### config.mk
export PLATFORM = sky130hd
export DESIGN_NAME = knight_rider_ctrl_flat
export DESIGN_NICKNAME = d
export VERILOG_FILES = /design/src/rtl/knight_rider_pkg.sv /design/src/rtl/knight_rider_if.sv /design/src/rtl/kr_debounce.sv /design/src/rtl/knight_rider_ctrl.sv /design/src/flat_wrapper.sv
export SDC_FILE = /design/constraint.sdc
export NUM_CORES = 1
export LEC_CHECK = 0
export CAP_MARGIN = 5
export CORE_UTILIZATION = 60
export CTS_BUF_LIST = sky130_fd_sc_hd__clkbuf_8
export DETAILED_ROUTE_END_ITERATION = 8
export GPL_ROUTABILITY_DRIVEN = 0
export PLACE_DENSITY = 0.88
export SYNTH_ARGS = -nofsm -noshare
export SYNTH_HDL_FRONTEND = slang
export SYNTH_SLANG_ARGS = --single-unit
### constraint.sdc
create_clock -name clk -period 3.17 [get_ports clk]
set_input_delay 0.634 -clock clk [delete_from_list [all_inputs] [get_ports clk]]
set_output_delay 0.634 -clock clk [all_outputs]
set_load 0.1 [all_outputs]
### src/rtl/knight_rider_pkg.sv
// rtl/knight_rider_pkg.sv - shared widths, types and PWM duty table for knight_rider_ctrl
package knight_rider_pkg;

  localparam int SEL_W  = 2;
  localparam int PWM_W  = 4;
  localparam int DUTY_W = PWM_W + 1;

  typedef logic [SEL_W-1:0]  sel_t;
  typedef logic [PWM_W-1:0]  pwm_cnt_t;
  typedef logic [DUTY_W-1:0] duty_t;

  // One extra bit so the full-brightness threshold of 16 is representable.
  function automatic duty_t duty_thr(input sel_t sel);
    duty_t thr;
    case (sel)
      2'd0:    thr = 5'd4;
      2'd1:    thr = 5'd8;
      2'd2:    thr = 5'd12;
      default: thr = 5'd16;
    endcase
    return thr;
  endfunction

endpackage

### src/rtl/knight_rider_if.sv
// rtl/knight_rider_if.sv - button inputs and scanner/PWM outputs of knight_rider_ctrl
interface knight_rider_if;
  import knight_rider_pkg::*;

  logic rate_btn;
  logic bright_btn;
  logic step_en;
  logic pwm_on;
  sel_t rate_sel;
  sel_t bright_sel;

  modport master (
    output rate_btn, bright_btn,
    input  step_en, pwm_on, rate_sel, bright_sel
  );

  modport slave (
    input  rate_btn, bright_btn,
    output step_en, pwm_on, rate_sel, bright_sel
  );

endinterface

### src/rtl/kr_debounce.sv
// rtl/kr_debounce.sv - two-flop synchroniser, debounce counter and press-edge detector
module kr_debounce #(
  parameter int DEB_CYCLES = 16
) (
  input  logic clk,
  input  logic rst_n,
  input  logic i_btn,
  output logic o_press
);

  localparam int CNT_W = $clog2(DEB_CYCLES);

  logic [1:0]       r_sync;
  logic             r_level;
  logic [CNT_W-1:0] r_cnt;
  logic             r_press;
  logic             w_differ;
  logic             w_done;

  assign w_differ = (r_sync[1] != r_level);
  assign w_done   = w_differ && (r_cnt == CNT_W'(DEB_CYCLES - 1));

  // The press pulse is registered alongside the level flip so the sel
  // registers see it one cycle later, giving DEB_CYCLES+3 end to end.
  always_ff @(posedge clk or negedge rst_n) begin
    if (!rst_n) begin
      r_sync  <= 2'b00;
      r_level <= 1'b0;
      r_cnt   <= '0;
      r_press <= 1'b0;
    end else begin
      r_sync  <= {r_sync[0], i_btn};
      r_press <= w_done && r_sync[1];
      if (w_done) begin
        r_level <= r_sync[1];
        r_cnt   <= '0;
      end else if (w_differ) begin
        r_cnt <= r_cnt + 1'b1;
      end else begin
        r_cnt <= '0;
      end
    end
  end

  assign o_press = r_press;

endmodule

### src/rtl/knight_rider_ctrl.sv
// rtl/knight_rider_ctrl.sv - rate/brightness buttons driving a step strobe and brightness PWM gate
module knight_rider_ctrl
  import knight_rider_pkg::*;
#(
  parameter int DEB_CYCLES = 16,
  parameter int RATE_BASE  = 1024
) (
  input  logic           clk,
  input  logic           rst_n,
  knight_rider_if.slave  bus
);

  localparam int TMR_W = $clog2(RATE_BASE * 8);

  logic             w_rate_press;
  logic             w_bright_press;
  logic [TMR_W-1:0] w_last;

  sel_t             r_rate_sel;
  sel_t             r_bright_sel;
  logic [TMR_W-1:0] r_tmr;
  logic             r_step_en;
  pwm_cnt_t         r_pwm_cnt;
  logic             r_pwm_on;

  kr_debounce #(.DEB_CYCLES(DEB_CYCLES)) u_rate_deb (
    .clk     (clk),
    .rst_n   (rst_n),
    .i_btn   (bus.rate_btn),
    .o_press (w_rate_press)
  );

  kr_debounce #(.DEB_CYCLES(DEB_CYCLES)) u_bright_deb (
    .clk     (clk),
    .rst_n   (rst_n),
    .i_btn   (bus.bright_btn),
    .o_press (w_bright_press)
  );

  always_ff @(posedge clk or negedge rst_n) begin
    if (!rst_n) begin
      r_rate_sel   <= 2'd0;
      r_bright_sel <= 2'd3;
    end else begin
      if (w_rate_press)
        r_rate_sel <= sel_t'(r_rate_sel + 1'b1);
      if (w_bright_press)
        r_bright_sel <= sel_t'(r_bright_sel + 1'b1);
    end
  end

  // Slowest rate is eight times the base period; every rate is a power of two.
  assign w_last = TMR_W'((RATE_BASE << (3 - int'(r_rate_sel))) - 1);

  // A rate press restarts the period so the first step after a change is a full new period away.
  always_ff @(posedge clk or negedge rst_n) begin
    if (!rst_n) begin
      r_tmr     <= '0;
      r_step_en <= 1'b0;
    end else if (w_rate_press) begin
      r_tmr     <= '0;
      r_step_en <= 1'b0;
    end else if (r_tmr == w_last) begin
      r_tmr     <= '0;
      r_step_en <= 1'b1;
    end else begin
      r_tmr     <= r_tmr + 1'b1;
      r_step_en <= 1'b0;
    end
  end

  always_ff @(posedge clk or negedge rst_n) begin
    if (!rst_n) begin
      r_pwm_cnt <= '0;
      r_pwm_on  <= 1'b0;
    end else begin
      r_pwm_cnt <= r_pwm_cnt + 1'b1;
      r_pwm_on  <= ({1'b0, r_pwm_cnt} < duty_thr(r_bright_sel));
    end
  end

  assign bus.step_en    = r_step_en;
  assign bus.pwm_on     = r_pwm_on;
  assign bus.rate_sel   = r_rate_sel;
  assign bus.bright_sel = r_bright_sel;

endmodule

### src/flat_wrapper.sv
// flat-port wrapper written by rule: the top's interface ports become plain ports
module knight_rider_ctrl_flat import knight_rider_pkg::*;
#(
  parameter int DEB_CYCLES = 16,
  parameter int RATE_BASE  = 1024
)
  (clk, rst_n, bus_rate_btn, bus_bright_btn, bus_step_en, bus_pwm_on, bus_rate_sel, bus_bright_sel);
  knight_rider_if bus_i ();
  input  logic clk;
  input  logic rst_n;
  input wire logic [$bits(bus_i.rate_btn)-1:0] bus_rate_btn;
  input wire logic [$bits(bus_i.bright_btn)-1:0] bus_bright_btn;
  output wire logic [$bits(bus_i.step_en)-1:0] bus_step_en;
  output wire logic [$bits(bus_i.pwm_on)-1:0] bus_pwm_on;
  output wire logic [$bits(bus_i.rate_sel)-1:0] bus_rate_sel;
  output wire logic [$bits(bus_i.bright_sel)-1:0] bus_bright_sel;
  assign bus_i.rate_btn = bus_rate_btn;
  assign bus_i.bright_btn = bus_bright_btn;
  assign bus_step_en = bus_i.step_en;
  assign bus_pwm_on = bus_i.pwm_on;
  assign bus_rate_sel = bus_i.rate_sel;
  assign bus_bright_sel = bus_i.bright_sel;
  knight_rider_ctrl #(.DEB_CYCLES(DEB_CYCLES), .RATE_BASE(RATE_BASE)) u_core (.clk(clk), .rst_n(rst_n), .bus(bus_i));
endmodule
==> reports/metrics.yaml, run 1 <==
logic_synthesis:
  synthAdderAreaFrac: 0.0596
  synth_top_family_by_area: "simple AND/OR/NAND/NOR gates"
  async_flop_share: 1.00
  synth.area.mux_share: 0.0201
  synth_compound_area_frac: 0.0291
  synth-simple-area-share: 0.165
  yosys.area.top_type: "dfrtp_1"
  synth_edf_count: 0
  synth.most_common_cell: "dfrtp_1"
  synth_area_um2: 1680
  synth_xor_area_frac: 0.115
  synth_cells: 138
  synth.top_cells.by_count: "dfrtp_1 (37), nor2_1 (19), xnor2_1 (13)"
  synthTopCellsByArea: "dfrtp_1 (55%), xnor2_1 (6.8%), ha_1 (6.0%)"
  ys.flop_type: "dfrtp_1"
  synth_nets: 150
  syn_avg_cell_area_um2: 12.2
  synth_top_area_frac: 0.551
  ys_ff_latch: 39
  ys_warn_count: 0
  ys_seq_area_frac: 0.583
  synth_cell_types: 29
die:
  initial_core_util: 0.654
  die_h_um: 54.9
  chipWidth_um: 54.9
  ios: 10
  die_area_um2: 3010
  row_count: 18
  coreArea_um2: 2570
detailed_routing:
  drt_iter0_drc: 8
  post-route-drc-count: 0
  dr.pass1.iters: 5
  vias: 1013
  vias_per_cell: 5.51
  finalWirelength_um: 2600
  avgRoutedWirePerCell_um: 14.1
  drtAntennaViolNets: 0
cts:
  clockBufferDepth: 2
  path_clk_slew_ps: 70
  cts_buffers: 5
  ctsHtreeMaxLevel: 2
  ctsHoldBuffers: 0
  root_buffer: "clkbuf_8"
  ctsResizeCount: 0
  cts_tree: "built"
  clock_sinks: 39
  clk_latency_ps: 300
  postCtsSetupBuffers: 0
global_routing:
  grt_pass1_wl_um: 4380
  first_global_vias: 1032
  grt_max_degree: 40
  grt_overflow: 0
  track_usage: 0.221
  antenna_found_initial: 0
power_and_ir_drop:
  peakVddDrop_uv: 467
  power_density_nw_per_um2: 501
  power.leakage_nw: 0.884
timing:
  finalCriticalPeriod_ps: 1790
  setup_viol: 0
  report.final.slew_viol_count: 0
  tightest_slew_ps: 468
  rsz0062_at_grt: "no"
  max_freq_mhz: 558
  setup_tns_ps: 0
  hold_viol_final: 0
  skew_ps: 9.67
  whs_ps: 349
  relSlewSlack: 0.688
  fin_crit_sh: 0.566
critical_path:
  crit_chain: "buf_4"
  cp_top_family: "flip-flops"
  criticalPathCategory: "reg -> out"
  worstPathRequired_ps: 2540
  slowest_stage: "dfstp_2"
  max_stage_delay_ps: 570
  cp.buffers_inverters: 1
  endpoint_kind: "primary output"
  cp-start-kind: "register"
  ff2ff_setup_slack_ps: 1620
  worstPathArrival_ps: 1160
  cp_max_fo: 4
placed_design:
  place_area_um2: 1780
  hpwlAfterDp_um: 1740
  portBuffers: 9
finish:
  syn2layout_area_growth_pct: 11.3
  drive_gt1_frac: 0.169
  fin_nets: 165
  diodes: 0
  stdcell_area_um2: 1870
  fill_cells: 178
worst_hold_path:
  hold_class: "reg -> reg"
flow_run:
  maxCapViolCount: 0
outcome:
  outcome: "completed"
report_power, final:
group	internal [W]	switching [W]
Clock	0.000150	0.000171
Combinational	0.0000245	0.0000294
Sequential	0.000523	0.0000372
layout by cell type (no fill, tap or decap), drive strengths merged:
| cell | instances |
|---|---|
| dfrtp | 37 |
| nor2 | 20 |
| xnor2 | 13 |
| inv | 9 |
| xor2 | 9 |
| ha | 8 |
| nand3 | 8 |
| buf | 7 |
| clkbuf | 5 |
| nand2 | 4 |
| o21ai | 3 |
| mux2 | 3 |
| clkinv | 3 |
| clkdlybuf4s50 | 3 |
| nand4 | 3 |
| nor3 | 3 |
| or3 | 2 |
| a21oi | 2 |
| nand2b | 2 |
| nor3b | 2 |
| dfstp | 2 |
| a31o | 1 |
| and4 | 1 |
| o21a | 1 |
| o21bai | 1 |
| and4b | 1 |
| nor4 | 1 |
sequential cells by signal (all words and copies together), names as in the netlist, 2 cells and up:
| signal | cells |
|---|---|
| u_core.u_rate_deb.r_cnt | 4 |
| u_core.r_tmr | 13 |
| u_core.u_bright_deb.r_sync | 2 |
| u_core.bus.bright_sel | 2 |
| u_core.bus.rate_sel | 2 |
| u_core.r_pwm_cnt | 4 |
| u_core.u_rate_deb.r_sync | 2 |
| u_core.u_bright_deb.r_cnt | 4 |
through the flow:
stage / std cells / power (W) / worst slack (ps) / utilization
finish: 184 / 0.000935 / 1380 / 0.728
detailed placement: 176 / 0.000623 / 1640 / 0.695
global placement: 176 / 0.000617 / 1710 / 0.695
global route: 184 / 0.000979 / 1330 / 0.728
floorplan: 138 / 0.000596 / 1240 / -
CTS: 184 / 0.000943 / 1370 / 0.728
area by class of cell:
| type | count | area (µm²) | area share |
|---|---|---|---|
| tap | 30 | 37.5 | 0.0201 |
| clock inverter | 3 | 15.0 | 0.00804 |
| multi-input combinational | 88 | 652 | 0.349 |
| clock buffer | 5 | 68.8 | 0.0368 |
| timing repair buffer | 10 | 82.6 | 0.0442 |
| sequential | 39 | 978 | 0.524 |
| inverter | 9 | 33.8 | 0.0181 |
metal layers:
metal | vias up | share of wire | track usage
met2 | 15 | 0.52 | 0.371
met3 | 6 | 0.038 | 0.0902
li1 | 483 | - | -
met4 | 0 | 0.020 | 0.0875
met5 | - | 0 | 0
met1 | 509 | 0.42 | 0.250
cell families (layout without fill, tap and decap cells):
logic type,after synthesis,count (layout)
AOI/OAI and AO/OA,8,8
xor gates and xnor gates,22,22
adders and majority gates,8,8
buffers and inverters,11,27
DFF,39,39
muxes,3,3
and+or+nand+nor,47,47
final timing paths:
path | from | end | cells past startpoint
min reg2reg | u_core.u_bright_deb.r_sync[0]$_DFF_PN0_ | u_core.u_bright_deb.r_sync[1]$_DFF_PN0_ | 0
max in group asynchronous | rst_n | u_core.bus.bright_sel[1]$_DFFE_PN1P_ | 2
min | u_core.u_bright_deb.r_sync[0]$_DFF_PN0_ | u_core.u_bright_deb.r_sync[1]$_DFF_PN0_ | 0
max | u_core.bus.bright_sel[0]$_DFFE_PN1P_ | bus_bright_sel[0] | 1
max reg2reg | u_core.r_tmr[0]$_DFF_PN0_ | u_core.r_tmr[3]$_DFF_PN0_ | 5
min in group asynchronous | rst_n | u_core.r_tmr[2]$_DFF_PN0_ | 2
Power figures use the tool's default switching activity.
==> run 2: changes to the inputs <==
==> constraint.sdc (replaced) <==
create_clock -name clk -period 1.82 [get_ports clk]
set_input_delay 0.364 -clock clk [delete_from_list [all_inputs] [get_ports clk]]
set_output_delay 0.364 -clock clk [all_outputs]
set_load 0.1 [all_outputs]
==> run 2 against run 1 <==
Effect of this change: cell count unchanged; first-iteration DRC count increased by 75%; flip-flop and latch count unchanged; setup slack worse by 1100 ps; worst hold slack improved by 1.1 ps; count of clock-buffer cells in the layout up 1; critical endpoint is now u_core.r_tmr[5]$_DFF_PN0_; largest cell class unchanged.
==> reports/metrics.yaml, run 2 (synthesis gave the netlist of run 1 again) <==
detailed_routing:
  drtAntennaViolNets: 0
  wl_met2_um: 1340
  vias_per_cell: 5.54
  drt_iter0_drc: 14
  avgRoutedWirePerCell_um: 14.0
  dr.pass1.iters: 4
  vias: 1019
  dr_wl_met3_um: 98
  wl_met1_um: 1090
  post-route-drc-count: 0
  finalWirelength_um: 2570
  top_layer_used: "met4"
critical_path:
  criticalPathCategory: "reg -> reg"
  rr_endpoint: "u_core.r_tmr[5]$_DFF_PN0_"
  rr_startpoint: "u_core.r_tmr[0]$_DFF_PN0_"
  worstPathArrival_ps: 1670
  cp_max_fo: 9
  reg2reg_depth: 5
  cp-start-kind: "register"
  ff2ff_setup_slack_ps: 310
  worstPathRequired_ps: 1990
  endpoint_kind: "register"
timing:
  hold_viol_final: 0
  skew_ps: 12.0
  tightest_slew_ps: 291
  finalCriticalPeriod_ps: 1510
  relSlewSlack: 0.806
  report.final.slew_viol_count: 0
  max_freq_mhz: 664
  setup_tns_ps: 0
  fin_crit_sh: 0.827
  fin_ws_ps: 314
  setup_viol: 0
  rsz0062_at_grt: "no"
cts:
  clock_sinks: 39
  ctsHtreeMaxLevel: 2
  postCtsSetupBuffers: 0
  clk_latency_ps: 290
  cts_buffers: 5
  clockBufferDepth: 2
  ctsHoldBuffers: 0
  cts_tree: "built"
  ctsResizeCount: 0
  path_clk_slew_ps: 80
  root_buffer: "clkbuf_8"
power_and_ir_drop:
  p_clk_frac: 0.363
  p_seq_frac: 0.579
  internal-power_w: 0.00127
  sw_frac_of_total: 0.248
  power.leakage_nw: 0.905
  power_w: 0.00168
  power_density_nw_per_um2: 854
  power_switching_w: 0.000418
  combPwrFrac: 0.058
  peakVddDrop_uv: 769
global_routing:
  antenna_found_initial: 0
  grt_overflow: 0
  grt_max_degree: 40
  grt_pass1_wl_um: 4270
  first_global_vias: 981
  track_usage: 0.213
worst_hold_path:
  hold_class: "reg -> reg"
  holdPathEnd: "u_core.u_bright_deb.r_sync[1]$_DFF_PN0_"
  min_from: "u_core.u_bright_deb.r_sync[0]$_DFF_PN0_"
  holdPathStages: 0
outcome:
  outcome: "completed"
finish:
  syn2layout_area_growth_pct: 17.5
  final_cell_mix: "dfrtp_1 (35), nor2_1 (19), xnor2_1 (13)"
  top_register: "u_core.r_tmr"
  drive_gt1_frac: 0.182
  largest_register_ffs: 13
  fin_nets: 165
  stdcell_area_um2: 1970
  final_common_cell: "dfrtp_1"
  diodes: 0
  utilization: 0.769
flow_run:
  maxCapViolCount: 0
die:
  die_area_um2: 3010
  coreArea_um2: 2570
  die_h_um: 54.9
  initial_core_util: 0.654
  ios: 10
  row_count: 18
  chipWidth_um: 54.9
placed_design:
  place_area_um2: 1870
  pre_cts_ws_ps: 329
  portBuffers: 9
  hpwlAfterDp_um: 1820
==> run 2: changes by cell type in the layout (fill, tap and decap cells not counted) <==
cell,change
buf_12,+7
buf_4,-7
clkbuf_8,+1
clkinv_2,-3
clkinv_4,+1
clkinvlp_4,+1
dfrtp_1,-2
dfrtp_2,+2
==> run 2: how the worst max path moves through the flow <==
stage                                          from                           to  slack, ps
6_report                  u_core.r_tmr[0]$_DFF_PN0_    u_core.r_tmr[5]$_DFF_PN0_        310
5_1_grt                   u_core.r_tmr[0]$_DFF_PN0_    u_core.r_tmr[7]$_DFF_PN0_        200
4_1_cts        u_core.bus.bright_sel[0]$_DFFE_PN1P_  u_core.bus.pwm_on$_DFF_PN0_        310
3_5_place_dp              u_core.r_tmr[0]$_DFF_PN0_    u_core.r_tmr[7]$_DFF_PN0_        330
3_3_place_gp              u_core.r_tmr[0]$_DFF_PN0_    u_core.r_tmr[7]$_DFF_PN0_        380
2_1_floorplan  u_core.bus.bright_sel[0]$_DFFE_PN1P_  u_core.bus.pwm_on$_DFF_PN0_        100
==> run 2: metal layers <==
layer  global-route usage  up-vias
met3               0.0574        5
met1                0.245      509
li1                     -      485
met2                0.361       20
met4                0.113        0
met5                    0        -
==> run 2: worst max-delay path: stages, from the launching register on <==
cell and delay (ps):
dfrtp_1 400, ha_1 240, nand3_4 130, nor3_4 230, a31o_2 310, nor2_1 70
==> run 2: per-stage QoR <==
step                      hold WS (ps)  instances
after global placement             338        176
final                              350        184
after floorplan                   68.4        138
after detailed placement           342        176
after global routing               368        184
after CTS                          355        184
==> run 2: area by class of cell <==
| class | instances | area, µm² |
|---|---|---|
| clock buffer | 6 | 82.6 |
| clock inverter | 2 | 16.3 |
| fill | 162 | 594 |
| inverter | 9 | 33.8 |
| multi-input combinational | 88 | 652 |
| sequential | 39 | 981 |
| tap | 30 | 37.5 |
| timing repair buffer | 10 | 170 |
==> run 2: power by group through the flow <==
| stage | registers [W] | clock network (W) | logic (W) |
|---|---|---|---|
| after floorplan | 0.000979 | 0 | 0.0000593 |
| final | 0.000975 | 0.000611 | 0.0000984 |
| after CTS | 0.000974 | 0.000626 | 0.000101 |
| after global placement | 0.000986 | 0 | 0.0000930 |
| after detailed placement | 0.000991 | 0 | 0.0000988 |
| after global routing | 0.000979 | 0.000660 | 0.000115 |
